### config.mk
export PLATFORM = sky130hd
export DESIGN_NAME = load_store_unit
export DESIGN_NICKNAME = d
export VERILOG_FILES = /design/src/rtl/load_store_unit_pkg.sv /design/src/rtl/load_store_unit_load_extend.sv /design/src/rtl/load_store_unit.sv
export SDC_FILE = /design/constraint.sdc
export NUM_CORES = 1
export LEC_CHECK = 0
export ABC_CLOCK_PERIOD_IN_PS = 2800
export BUFFER_PORTS_ARGS = -buffer_cell sky130_fd_sc_hd__buf_2
export CORE_ASPECT_RATIO = 1.2
export CORE_MARGIN = 8
export CORE_UTILIZATION = 53
export CTS_BUF_LIST = sky130_fd_sc_hd__clkbuf_8
export DETAILED_ROUTE_END_ITERATION = 6
export PLACE_DENSITY = 0.85
export SYNTH_ARGS = -nofsm -noshare
export SYNTH_HDL_FRONTEND = slang
export SYNTH_SLANG_ARGS = --single-unit
### constraint.sdc
create_clock -name clk -period 2.8 [get_ports clk]
set_clock_uncertainty 0.2 [all_clocks]
set_input_delay 0.42 -clock clk [delete_from_list [all_inputs] [get_ports clk]]
set_output_delay 0.42 -clock clk [all_outputs]
set_load 0.05 [all_outputs]
### src/rtl/load_store_unit_pkg.sv
// -----------------------------------------------------------------------------
// rv32_lsu_pkg
// Shared definitions for the load/store unit: the fun3 access-size encodings,
// the LSU state type and the byte-strobe width.
// -----------------------------------------------------------------------------
package rv32_lsu_pkg;

  // fun3 access size / sign encodings
  localparam logic [2:0] F3_B  = 3'b000;
  localparam logic [2:0] F3_H  = 3'b001;
  localparam logic [2:0] F3_W  = 3'b010;
  localparam logic [2:0] F3_BU = 3'b100;
  localparam logic [2:0] F3_HU = 3'b101;

  // Byte-strobe width for a 32-bit data bus
  localparam int MASK_W = 4;

  typedef enum logic [1:0] {
    IDLE = 2'd0,
    REQ  = 2'd1,
    DONE = 2'd2
  } lsu_state_t;

endpackage

### src/rtl/load_store_unit_load_extend.sv
// -----------------------------------------------------------------------------
// load_extend
// Combinational load formatter: picks the addressed byte/half/word from the
// memory read word and sign- or zero-extends it according to fun3.
// Ports:
//   rdata_i  32-bit word returned by data memory
//   off_i    byte offset within the word (addr[1:0])
//   fun3_i   access size/sign
//   data_o   extended 32-bit load result (0 for unsupported fun3)
// -----------------------------------------------------------------------------
module load_extend
  import rv32_lsu_pkg::*;
(
  input  logic [31:0] rdata_i,
  input  logic [1:0]  off_i,
  input  logic [2:0]  fun3_i,
  output logic [31:0] data_o
);

  logic [7:0]  byte_sel;
  logic [15:0] half_sel;

  always_comb begin
    // NOTE: every output of a combinational block gets a default first so no
    // path through the case leaves it unassigned, which would infer a latch.
    data_o   = '0;
    byte_sel = rdata_i[{off_i, 3'b000} +: 8];
    // Halfword selection uses off[1] only; an odd offset is not a lane.
    half_sel = off_i[1] ? rdata_i[31:16] : rdata_i[15:0];

    case (fun3_i)
      F3_B:    data_o = {{24{byte_sel[7]}}, byte_sel};
      F3_H:    data_o = {{16{half_sel[15]}}, half_sel};
      F3_W:    data_o = rdata_i;
      F3_BU:   data_o = {24'b0, byte_sel};
      F3_HU:   data_o = {16'b0, half_sel};
      default: data_o = '0;
    endcase
  end

endmodule

### src/rtl/load_store_unit.sv
// -----------------------------------------------------------------------------
// load_store_unit
// Data-memory interface stage behind the control decoder. Accepts a load or
// store, runs a req/ack transaction with data memory, formats store lanes and
// strobes, extends load data and returns a one-cycle DM_valid pulse.
//
// Optional feature: define LSU_MISALIGN_TRAP_EN to flag misaligned halfword
// and word accesses; those skip the memory transaction and complete at once
// with misalign_o = 1 and load_data_o = 0.
//
// Ports:
//   clk, rst                 clock, synchronous active-high reset
//   load_i, store_i          operation present (load wins if both high)
//   fun3_i, addr_i           access size/sign and byte address
//   store_data_i             rs2 store value
//   dm_req_o, dm_we_o        memory request and write enable
//   dm_addr_o                word-aligned address
//   dm_wdata_o, dm_mask_o    lane-replicated store data and byte strobes
//   dm_rdata_i, dm_ack_i     memory read word and completion
//   DM_valid                 one-cycle completion pulse
//   load_data_o, misalign_o  results, valid with DM_valid
//   stall_o                  hold PC/pipeline while the access is in flight
// -----------------------------------------------------------------------------
module load_store_unit
  import rv32_lsu_pkg::*;
#(
  parameter int ADDR_WIDTH = 32,
  parameter int DATA_WIDTH = 32,
  parameter int FUNCTION3  = 3
) (
  input  logic                  clk,
  input  logic                  rst,
  input  logic                  load_i,
  input  logic                  store_i,
  input  logic [FUNCTION3-1:0]  fun3_i,
  input  logic [ADDR_WIDTH-1:0] addr_i,
  input  logic [DATA_WIDTH-1:0] store_data_i,
  output logic                  dm_req_o,
  output logic                  dm_we_o,
  output logic [ADDR_WIDTH-1:0] dm_addr_o,
  output logic [DATA_WIDTH-1:0] dm_wdata_o,
  output logic [MASK_W-1:0]     dm_mask_o,
  input  logic [DATA_WIDTH-1:0] dm_rdata_i,
  input  logic                  dm_ack_i,
  output logic                  DM_valid,
  output logic [DATA_WIDTH-1:0] load_data_o,
  output logic                  stall_o,
  output logic                  misalign_o
);

  lsu_state_t            state_q, state_d;
  logic                  accept;
  logic                  mis_now;
  logic                  is_load_q;
  logic                  we_q;
  logic [ADDR_WIDTH-1:0] addr_q;
  logic [FUNCTION3-1:0]  fun3_q;
  logic [DATA_WIDTH-1:0] wdata_q, wdata_fmt;
  logic [MASK_W-1:0]     mask_q, mask_fmt;
  logic [DATA_WIDTH-1:0] load_data_q, ext_data;

  assign accept = (state_q == IDLE) && (load_i || store_i);

`ifdef LSU_MISALIGN_TRAP_EN
  logic misalign_q;
  // Halfwords trap on an odd address, words on any non-zero offset.
  assign mis_now = (((fun3_i == F3_H) || (load_i && (fun3_i == F3_HU))) && addr_i[0])
                 || ((fun3_i == F3_W) && (addr_i[1:0] != 2'b00));
  assign misalign_o = misalign_q;
`else
  assign mis_now    = 1'b0;
  assign misalign_o = 1'b0;
`endif

  // Store lane replication and strobes, computed from the inputs so they can
  // be captured together with the address on accept.
  always_comb begin
    mask_fmt  = '0;
    wdata_fmt = store_data_i;
    if (load_i) begin
      mask_fmt = 4'b1111;
    end else begin
      case (fun3_i)
        F3_B: begin
          mask_fmt  = 4'b0001 << addr_i[1:0];
          wdata_fmt = {4{store_data_i[7:0]}};
        end
        F3_H: begin
          mask_fmt  = addr_i[1] ? 4'b1100 : 4'b0011;
          wdata_fmt = {2{store_data_i[15:0]}};
        end
        F3_W:    mask_fmt = 4'b1111;
        default: mask_fmt = 4'b0000;
      endcase
    end
  end

  // Next state and handshake outputs
  always_comb begin
    state_d  = state_q;
    dm_req_o = 1'b0;
    DM_valid = 1'b0;
    stall_o  = 1'b0;
    case (state_q)
      IDLE: begin
        stall_o = load_i || store_i;
        if (accept) state_d = mis_now ? DONE : REQ;
      end
      REQ: begin
        dm_req_o = 1'b1;
        stall_o  = 1'b1;
        if (dm_ack_i) state_d = DONE;
      end
      DONE: begin
        // Inputs are ignored here: the decoder still drives the op this cycle.
        DM_valid = 1'b1;
        state_d  = IDLE;
      end
      default: state_d = IDLE;
    endcase
  end

  load_extend u_load_extend (
    .rdata_i (dm_rdata_i),
    .off_i   (addr_q[1:0]),
    .fun3_i  (fun3_q),
    .data_o  (ext_data)
  );

  always_ff @(posedge clk) begin
    // NOTE: sequential state uses non-blocking assignments so every register
    // samples the pre-edge values regardless of statement order.
    if (rst) begin
      state_q     <= IDLE;
      is_load_q   <= 1'b0;
      we_q        <= 1'b0;
      addr_q      <= '0;
      fun3_q      <= '0;
      wdata_q     <= '0;
      mask_q      <= '0;
      load_data_q <= '0;
`ifdef LSU_MISALIGN_TRAP_EN
      misalign_q  <= 1'b0;
`endif
    end else begin
      state_q <= state_d;
      if (accept) begin
        is_load_q <= load_i;
        we_q      <= !load_i;
        addr_q    <= addr_i;
        fun3_q    <= fun3_i;
        wdata_q   <= wdata_fmt;
        mask_q    <= mask_fmt;
`ifdef LSU_MISALIGN_TRAP_EN
        misalign_q <= mis_now;
`endif
        if (mis_now) load_data_q <= '0;
      end else if ((state_q == REQ) && dm_ack_i) begin
        load_data_q <= is_load_q ? ext_data : '0;
      end
    end
  end

  assign dm_we_o     = we_q;
  assign dm_addr_o   = {addr_q[ADDR_WIDTH-1:2], 2'b00};
  assign dm_wdata_o  = wdata_q;
  assign dm_mask_o   = mask_q;
  assign load_data_o = load_data_q;

endmodule

### Word level (Yosys, flattened, before mapping)

Cells that the tools add are included.

* bits in registers: 107
* bits of input ports: 104
* output and inout port bits: 105
* logic and storage cells: 44

* equality and inequality tests: 10
* shift-type cells: 2
* muxes and demuxes: 14
* bitwise logic cells: 1
* reductions and logical operators: 9

Operators with widths (number)
* case mux 32 bit (5 select lines): 1
* two-way mux 32 bit: 2
* case mux 32 bit (2 select lines): 1
* indexed part select 32 x 6 -> 8 bit: 1
* two-way mux 16 bit: 1
* case mux 4 bit (3 select lines): 1
* two-way mux 4 bit: 2
* equality test 3 x 1 -> 1 bit (second input constant): 2
* equality test 3 x 2 -> 1 bit (second input constant): 2
* equality test 3 bit (second input constant): 2
* zero test 3 bit: 2
* two-way mux 2 bit: 2
* != test 2 bit (second input constant): 2
* case mux 2 bit (2 select lines): 1
* AND reduction 2 bit: 2
* << shifter 1 x 2 -> 4 bit (first input constant): 1
* equality test 2 x 1 -> 1 bit (second input constant): 1
* equality test 2 bit (second input constant): 1
* logical AND 1 bit: 2
* zero test 2 bit: 1
* two-way mux 1 bit: 2
* case mux 1 bit (2 select lines): 1
* zero test 1 bit: 1
* logical OR 1 bit: 1
* inverter 1 bit: 1

### Depth between registers and ports, before layout

Gate-level depths: netlist of run 1.

* word-level depth: 4
* mapped depth: 7
* gate-level depth less buffers: 4

### Hierarchy

Synthesis of run 1 repeated with hierarchy kept, for this count alone.

* cells, all modules: 573
* area, all modules: 5047.3 um^2

Modules (own cells, without submodules)
* load_store_unit: times used 1, cells each 465, area an instance 4285.4 um^2, seq. area each 2142.1 um^2
* load_extend: times used 1, cells each 108, area an instance 762.0 um^2, seq. area each 0.0 um^2

### Worst setup path after synthesis of run 1

No wires, ideal clock.

* path kind: flip-flop to flip-flop
* start: register state_q[0]
* end: register load_data_q[20] (netlist: load_data_o[20])
* library setup time: 95 ps
* arrival time: 2224 ps
* required time: 2505 ps
* slack: 281 ps
* cell stages (with the launch flop): 6
* buffers on the path: 2
* period minus slack after synthesis: 2519 ps
* path through: dfxtp_1 > buf_2 > nor2b_1 > nand4_1 > buf_2 > a221oi_1

* word-level cells in the longest chain between the ends: 4
* elaborated cells between the ends (all ways): 6
* those cells by class: eq/ne: 1; bitwise: 1; reduce/logical: 4

RTL lines
* start: declaration: line load_store_unit.sv:51 `lsu_state_t state_q, state_d;`
* start signal: assignment: line load_store_unit.sv:146 `state_q <= state_d;`
* zero test 2 bit: line load_store_unit.sv:62 `assign accept = (state_q == IDLE) && (load_i || store_i);`
* logical AND 1 bit: line load_store_unit.sv:62
* inverter 1 bit (no source line)
* AND reduction 2 bit (no source line) (*)
* end signal: assignment: line load_store_unit.sv:159 `load_data_q <= is_load_q ? ext_data : '0;`
* end: declaration: line load_store_unit.sv:60 `logic [DATA_WIDTH-1:0] load_data_q, ext_data;`

Every way passes the cells marked *; elsewhere a longest branch is shown, timed or not.
A chain may end at the register's enable or synchronous reset.

### Final worst setup path of run 1

* start: register addr_q[1]
* end: register load_data_q[20] (netlist: load_data_o[20])

* word-level cells in the longest chain between the ends: 3
* elaborated cells between the ends (all ways): 4
* those cells by class: shift: 1; mux: 3

RTL lines
* start: declaration: line load_store_unit.sv:56 `logic [ADDR_WIDTH-1:0] addr_q;`
* start signal: assignment: line load_store_unit.sv:150 `addr_q <= addr_i;`
* indexed part select 32 x 6 -> 8 bit / two-way mux 16 bit (equally long branches): line load_store_unit_load_extend.sv:27, load_store_unit_load_extend.sv:29
* case mux 32 bit (5 select lines) (*): line load_store_unit_load_extend.sv:31 `case (fun3_i)`
* two-way mux 32 bit (*): line load_store_unit.sv:159

Marks and branches as above.

==> metrics, run 1 <==
outcome complete, no violations; Peak supply drop 0.0004126 V; Hold Violations, Final 0; Setup Crit Path Kind reg2reg; Core Rows 38; final slew viol count 0; Most used DFF post-synth dfxtp_1; Ys Warns 0; post-route ant nets 0; Tcrit/Tclk final 89.53%; post-cts gate resize count 0; Worst setup SP type flop; Post-Syn Instances 569; DRC 0; routability cong. 0.9554; routed via count 4,744; # IOs 209; routed wire length 14,880 um; Synth cell types 41; EDFF count, synth 0; Core Area 8939 sq um; dpl cell area 5637 sq um; max frequency 0.3989 GHz; Max Fanout on Critical Path 16; Mean Syn Cell Area 8.435 sq um; count of inserted antenna diode cells 0; DRT Pass-1 Iters 7; die area 12,370 sq um; maxcap violations 0; crit end category flop; GRT overflow 0; clk buf depth 2; storage element area 2142 sq um; Buf/Inv on CP 0; GRT Util Overall 23.07%; setup TNS 0 ns; Largest delay share family, worst path simple AND/OR/NAND/NOR gates; Initial Util 53.70%; cts bufs inserted 9; cts hold-fix bufs 0; total setup buffers inserted after CTS 0; Root Buffer clkbuf_8; RSZ-0062 raised after global routing false; Vias/cell 5.628; crit path DAT 2.58 ns; die height 120.2 um; min Tclk post-route 2.507 ns; initial antenna violation count 0; Worst Path Required 2.87 ns; Post-Synthesis Cell Area 4800 sq um; H-tree depth 3; top cell type's share of synthesized area 44.63%; Seq cells post-synth 107; LEAKAGE 0.002598 uW; CTS Sinks 107; hold crit path type in2reg; port bufs 205; Die Width 102.9 um; first-pass GRT wire length 22,510 um; CTS tree built; slowest stage delay, CP 0.84 ns; ratio of cells with drive above 1 in the final layout 35.96%; vias in the first global route 4,596; Total Power 3670 uW; CP max-delay cell or4_1; clock-pin slew on the worst setup and hold paths 0.10 ns; Final Util 65.31%; final setup vio count 0; Async SR Flop Fraction 0%; # nets final 822; Seq/Total Area, Yosys 44.63%; top-count cell post-synth nand2_1; area grow syn2layout 21.64%; largest net degree at the start of global routing 91; most common library cells after synthesis 150 x nand2_1, 107 x dfxtp_1, 50 x a21oi_1; pwr dens 628.7 nW/um^2; CP Cell Sequence mux2_1, nor3_1, or4_1, a221oi_1; Multi-input gate area 2227 sq um; Slew HR 21.45%; design area 5838 sq um; largest area contributor in the synthesized netlist dfxtp_1; HPWL Detailed 11,220 um; Slew @ Worst Pin 1.178 ns; clock latency on the worst-skew pair 0.37 ns; fillers 801; routed len/inst 17.65 um; number of DRC markers in iteration 0 279; top post-synthesis cells by area dfxtp_1 45%, nand2_1 12%, a21oi_1 5.2%
## logic make-up after synthesis
| group | count (synthesis) | synth area share, % |
|---|---|---|
| DFF | 107 | 44.63 |
| muxes | 21 | 5.110 |
| and+or+nand+nor | 211 | 18.64 |
| buffers and inverters | 80 | 9.254 |
| AOI/OAI and AO/OA | 149 | 22.29 |
| other | 1 | 0.07813 |
## power breakdown
group / internal (uW) / leakage [uW] / switching [uW]
combinational: 283 / 0.00162 / 721
clock: 440 / 0.000104 / 535
sequential: 1620 / 0.000878 / 66.3
## layer usage
metal	global-route usage, %	wire (um)
met5	0	0
met4	14.51	690
met3	6.786	1701
met2	38.20	7263
met1	25.18	5226
## registers in the layout (all words and copies together) (netlist names)
register / cells
dm_mask_o: 4
load_data_o: 32
dm_we_o: 1
is_load_q: 1
state_q: 2
fun3_q: 3
addr_q: 32
dm_wdata_o: 32
## final timing paths
path                   start               to  slack [ns]  cells past startpoint
hold / removal           rst       state_q[1]        0.06                      2
setup reg to reg   addr_q[1]  load_data_o[20]        0.29                      4
hold reg to reg   addr_q[28]       addr_q[28]        0.26                      2
setup / recovery   addr_q[1]  load_data_o[20]        0.29                      4
## cells in the final DEF, fill, tap and decap left out, types with 3 or more instances in the layout
cell type  instances
buf_2            205
nand2_1          150
dfxtp_1          107
a21oi_1           50
nor2_1            29
o21ai_0           21
a22oi_1           16
mux2_2            14
a221oi_1          14
a222oi_1          13
a221oi_2          10
clkbuf_8          10
buf_4              9
a311oi_1           8
nand3_1            7
nor2b_1            6
a31oi_1            6
a211oi_1           6
mux2i_1            5
nor3_1             4
conb_1             3
## area by class of cell
class,count,share of cell area [%]
timing repair buffer,215,19.07
sequential,107,36.69
tap,120,2.572
multi-input combinational,384,38.15
clock buffer,10,2.357
inverter,1,0.06429
clock inverter,6,1.093
## metrics by stage
stage	cells	hold slack (ns)	setup WS [ns]
2_1_floorplan	571	0.2367	0.2806
3_3_place_gp	827	0.2327	0.4761
3_5_place_dp	827	0.2409	0.3594
4_1_cts	843	0.05564	0.3252
5_1_grt	843	0.05289	0.1680
6_report	843	0.06263	0.2930
Note: power is estimated with default switching activity, not from simulation.
==> run 2, diff against run 1 <==
--- a/config.mk
+++ b/config.mk
@@ -7,12 +7,14 @@
 export LEC_CHECK = 0
 export ABC_CLOCK_PERIOD_IN_PS = 2800
 export BUFFER_PORTS_ARGS = -buffer_cell sky130_fd_sc_hd__buf_2
+export CELL_PAD_IN_SITES_DETAIL_PLACEMENT = 1
+export CELL_PAD_IN_SITES_GLOBAL_PLACEMENT = 2
 export CORE_ASPECT_RATIO = 1.2
 export CORE_MARGIN = 8
-export CORE_UTILIZATION = 53
+export CORE_UTILIZATION = 29
 export CTS_BUF_LIST = sky130_fd_sc_hd__clkbuf_8
 export DETAILED_ROUTE_END_ITERATION = 6
-export PLACE_DENSITY = 0.85
+export PLACE_DENSITY = 0.84
 export SYNTH_ARGS = -nofsm -noshare
 export SYNTH_HDL_FRONTEND = slang
 export SYNTH_SLANG_ARGS = --single-unit
==> run 2 against run 1 <==
Effect of this change:
- worst hold slack better by 0.00064 ns
- final area is 3.1% higher
- final cell count is 12% higher
- global-route usage is 6.4 points lower
- flip-flop and latch count stayed put
- setup slack better by 0.27 ns
- largest power group unchanged
- utilization is 28 points lower
- via count is 1.1% higher
- critical path depth stayed put
- register-to-register slack better by 0.27 ns
- largest cell class unchanged
- wire length is 20% higher
- critical endpoint is now load_data_o[19]
==> metrics, run 2 (same netlist as run 1, synthesis figures left out) <==
PnR worst setup slack 0.5652 ns (was 0.2930 ns); Min-Delay Path Depth 3 (was 2); worst slack, placed 0.4863 ns (was 0.3594 ns); Crit Reg-Reg Endpoint load_data_o[19] (was load_data_o[20]); die height 156.9 um (was 120.2 um); H-tree depth 3 (unchanged); Hold Violations, Final 0 (unchanged); # IOs 209 (unchanged); hold crit path type in2reg (unchanged); max frequency 0.4475 GHz (was 0.3989 GHz); Slew @ Worst Pin 0.8379 ns (was 1.178 ns); Core Rows 51 (was 38); worst-case hold path end point addr_q[31] (was state_q[1]); ratio of cells with drive above 1 in the final layout 36.40% (was 35.96%); R2R setup slack 0.57 ns (was 0.29 ns); clock latency on the worst-skew pair 0.37 ns (about the same); Root Buffer clkbuf_8 (unchanged); Die Width 133.4 um (was 102.9 um); outcome complete, no violations (unchanged); vias in the first global route 5,162 (was 4,596); Tcrit/Tclk final 79.81% (was 89.53%); CP Cell Sequence mux2_1, nor3_1, or4_1, a221oi_1 (unchanged); final slew viol count 0 (unchanged); DRC 0 (unchanged); post-route ant nets 0 (unchanged); design area 6021 sq um (was 5838 sq um); R2R cell count 4 (unchanged); LEAKAGE 0.002634 uW (was 0.002598 uW); maxcap violations 0 (unchanged); commonest non-fill, non-tap cell in the layout buf_2 (unchanged); Total Power 3810 uW (was 3670 uW); Setup Crit Path Kind reg2reg (unchanged); min Tclk post-route 2.235 ns (was 2.507 ns); CTS tree built (unchanged); dpl cell area 5792 sq um (was 5637 sq um); DRT Pass-1 Iters 5 (was 7); die area 20,940 sq um (was 12,370 sq um); Worst Path Required 2.88 ns (was 2.87 ns); FF-to-FF Start addr_q[1] (unchanged); most frequent cells in the layout 204 x buf_2, 150 x nand2_1, 107 x dfxtp_1 (was 205 x buf_2, 150 x nand2_1, 107 x dfxtp_1); area grow syn2layout 25.44% (was 21.64%); first-pass GRT wire length 27,820 um (was 22,510 um); hold path startpoint addr_i[31] (was rst); largest net degree at the start of global routing 67 (was 91); Vias/cell 5.098 (was 5.628); # nets final 827 (was 822); cts hold-fix bufs 0 (unchanged); cts bufs inserted 9 (unchanged); total setup buffers inserted after CTS 0 (unchanged); Initial Util 29.61% (was 53.70%); setup TNS 0 ns (unchanged); routability cong. 0.8643 (was 0.9554); HPWL Detailed 13,720 um (was 11,220 um); clock-pin slew on the worst setup and hold paths 0.11 ns (was 0.10 ns); Slew HR 44.02% (was 21.45%); port bufs 205 (unchanged); post-cts gate resize count 0 (unchanged); routed len/inst 19.05 um (was 17.65 um); GRT Util Overall 16.68% (was 23.07%); pwr dens 632.9 nW/um^2 (was 628.7 nW/um^2); clk buf depth 2 (unchanged); final setup vio count 0 (unchanged); CP max-delay cell or4_1 (unchanged); crit path DAT 2.31 ns (was 2.58 ns); slowest stage delay, CP 0.84 ns (about the same); routed via count 4,797 (was 4,744); initial antenna violation count 2 (was 0); GRT overflow 0 (unchanged); crit end category flop (unchanged); routed wire length 17,920 um (was 14,880 um); Core Area 16,210 sq um (was 8939 sq um); Peak supply drop 0.0003178 V (was 0.0004126 V); number of DRC markers in iteration 0 221 (was 279); Max Fanout on Critical Path 16 (unchanged); Worst setup SP type flop (unchanged); CTS Sinks 107 (unchanged); RSZ-0062 raised after global routing false (unchanged); Final Util 37.15% (was 65.31%)
-- run 2: area by class of cell --
type                            count  area [sq um]
Fill cell                        2029         10190
Multi-Input combinational cell    384          2227
Sequential cell                   107          2142
Timing Repair Buffer              220          1154
Tap cell                          212         265.3
Clock buffer                       10         137.6
Clock inverter                      6         88.84
Inverter                            1         3.754
Antenna cell                        1         2.502
-- run 2: how the worst max path moves through the flow --
stage	from	to	cells after the start
CTS	addr_q[1]	load_data_o[17]	4
global route	addr_q[1]	load_data_o[20]	4
detailed placement	dm_rdata_i[23]	load_data_o[17]	5
global placement	dm_rdata_i[23]	load_data_o[18]	5
floorplan	state_q[0]	load_data_o[20]	5
finish	addr_q[1]	load_data_o[19]	4
-- run 2: worst max-delay path: cells and delay by family, from the launching register on --
family	cells	cell delay [ns]
flops	1	0.45
compound gates	1	0.40
simple gates	2	0.89
mux	1	0.20
-- run 2: per-stage QoR --
step / hold WS [ns] / instances
floorplan: 0.2367 / 571
CTS: 0.03392 / 940
detailed placement: 0.2468 / 924
finish: 0.06327 / 941
global placement: 0.2367 / 924
global route: 0.04185 / 941
-- run 2: metal layers --
metal	wire, um	vias up	GRT usage, %	part of all wire [%]
met4	512	2	7.713	2.9
met2	8752	179	27.97	49
met3	1645	30	6.601	9.2
met5	8	-	0	0.045
met1	7004	2299	18.20	39
li1	-	2287	-	-
-- run 2: report_power, final --
part	switching, uW	internal [uW]	leakage (uW)	total [uW]
logic	750	290	0.00164	1040
registers	62.6	1620	0.000878	1690
clock network	552	530	0.000114	1080
total	1360	2450	0.00263	3810
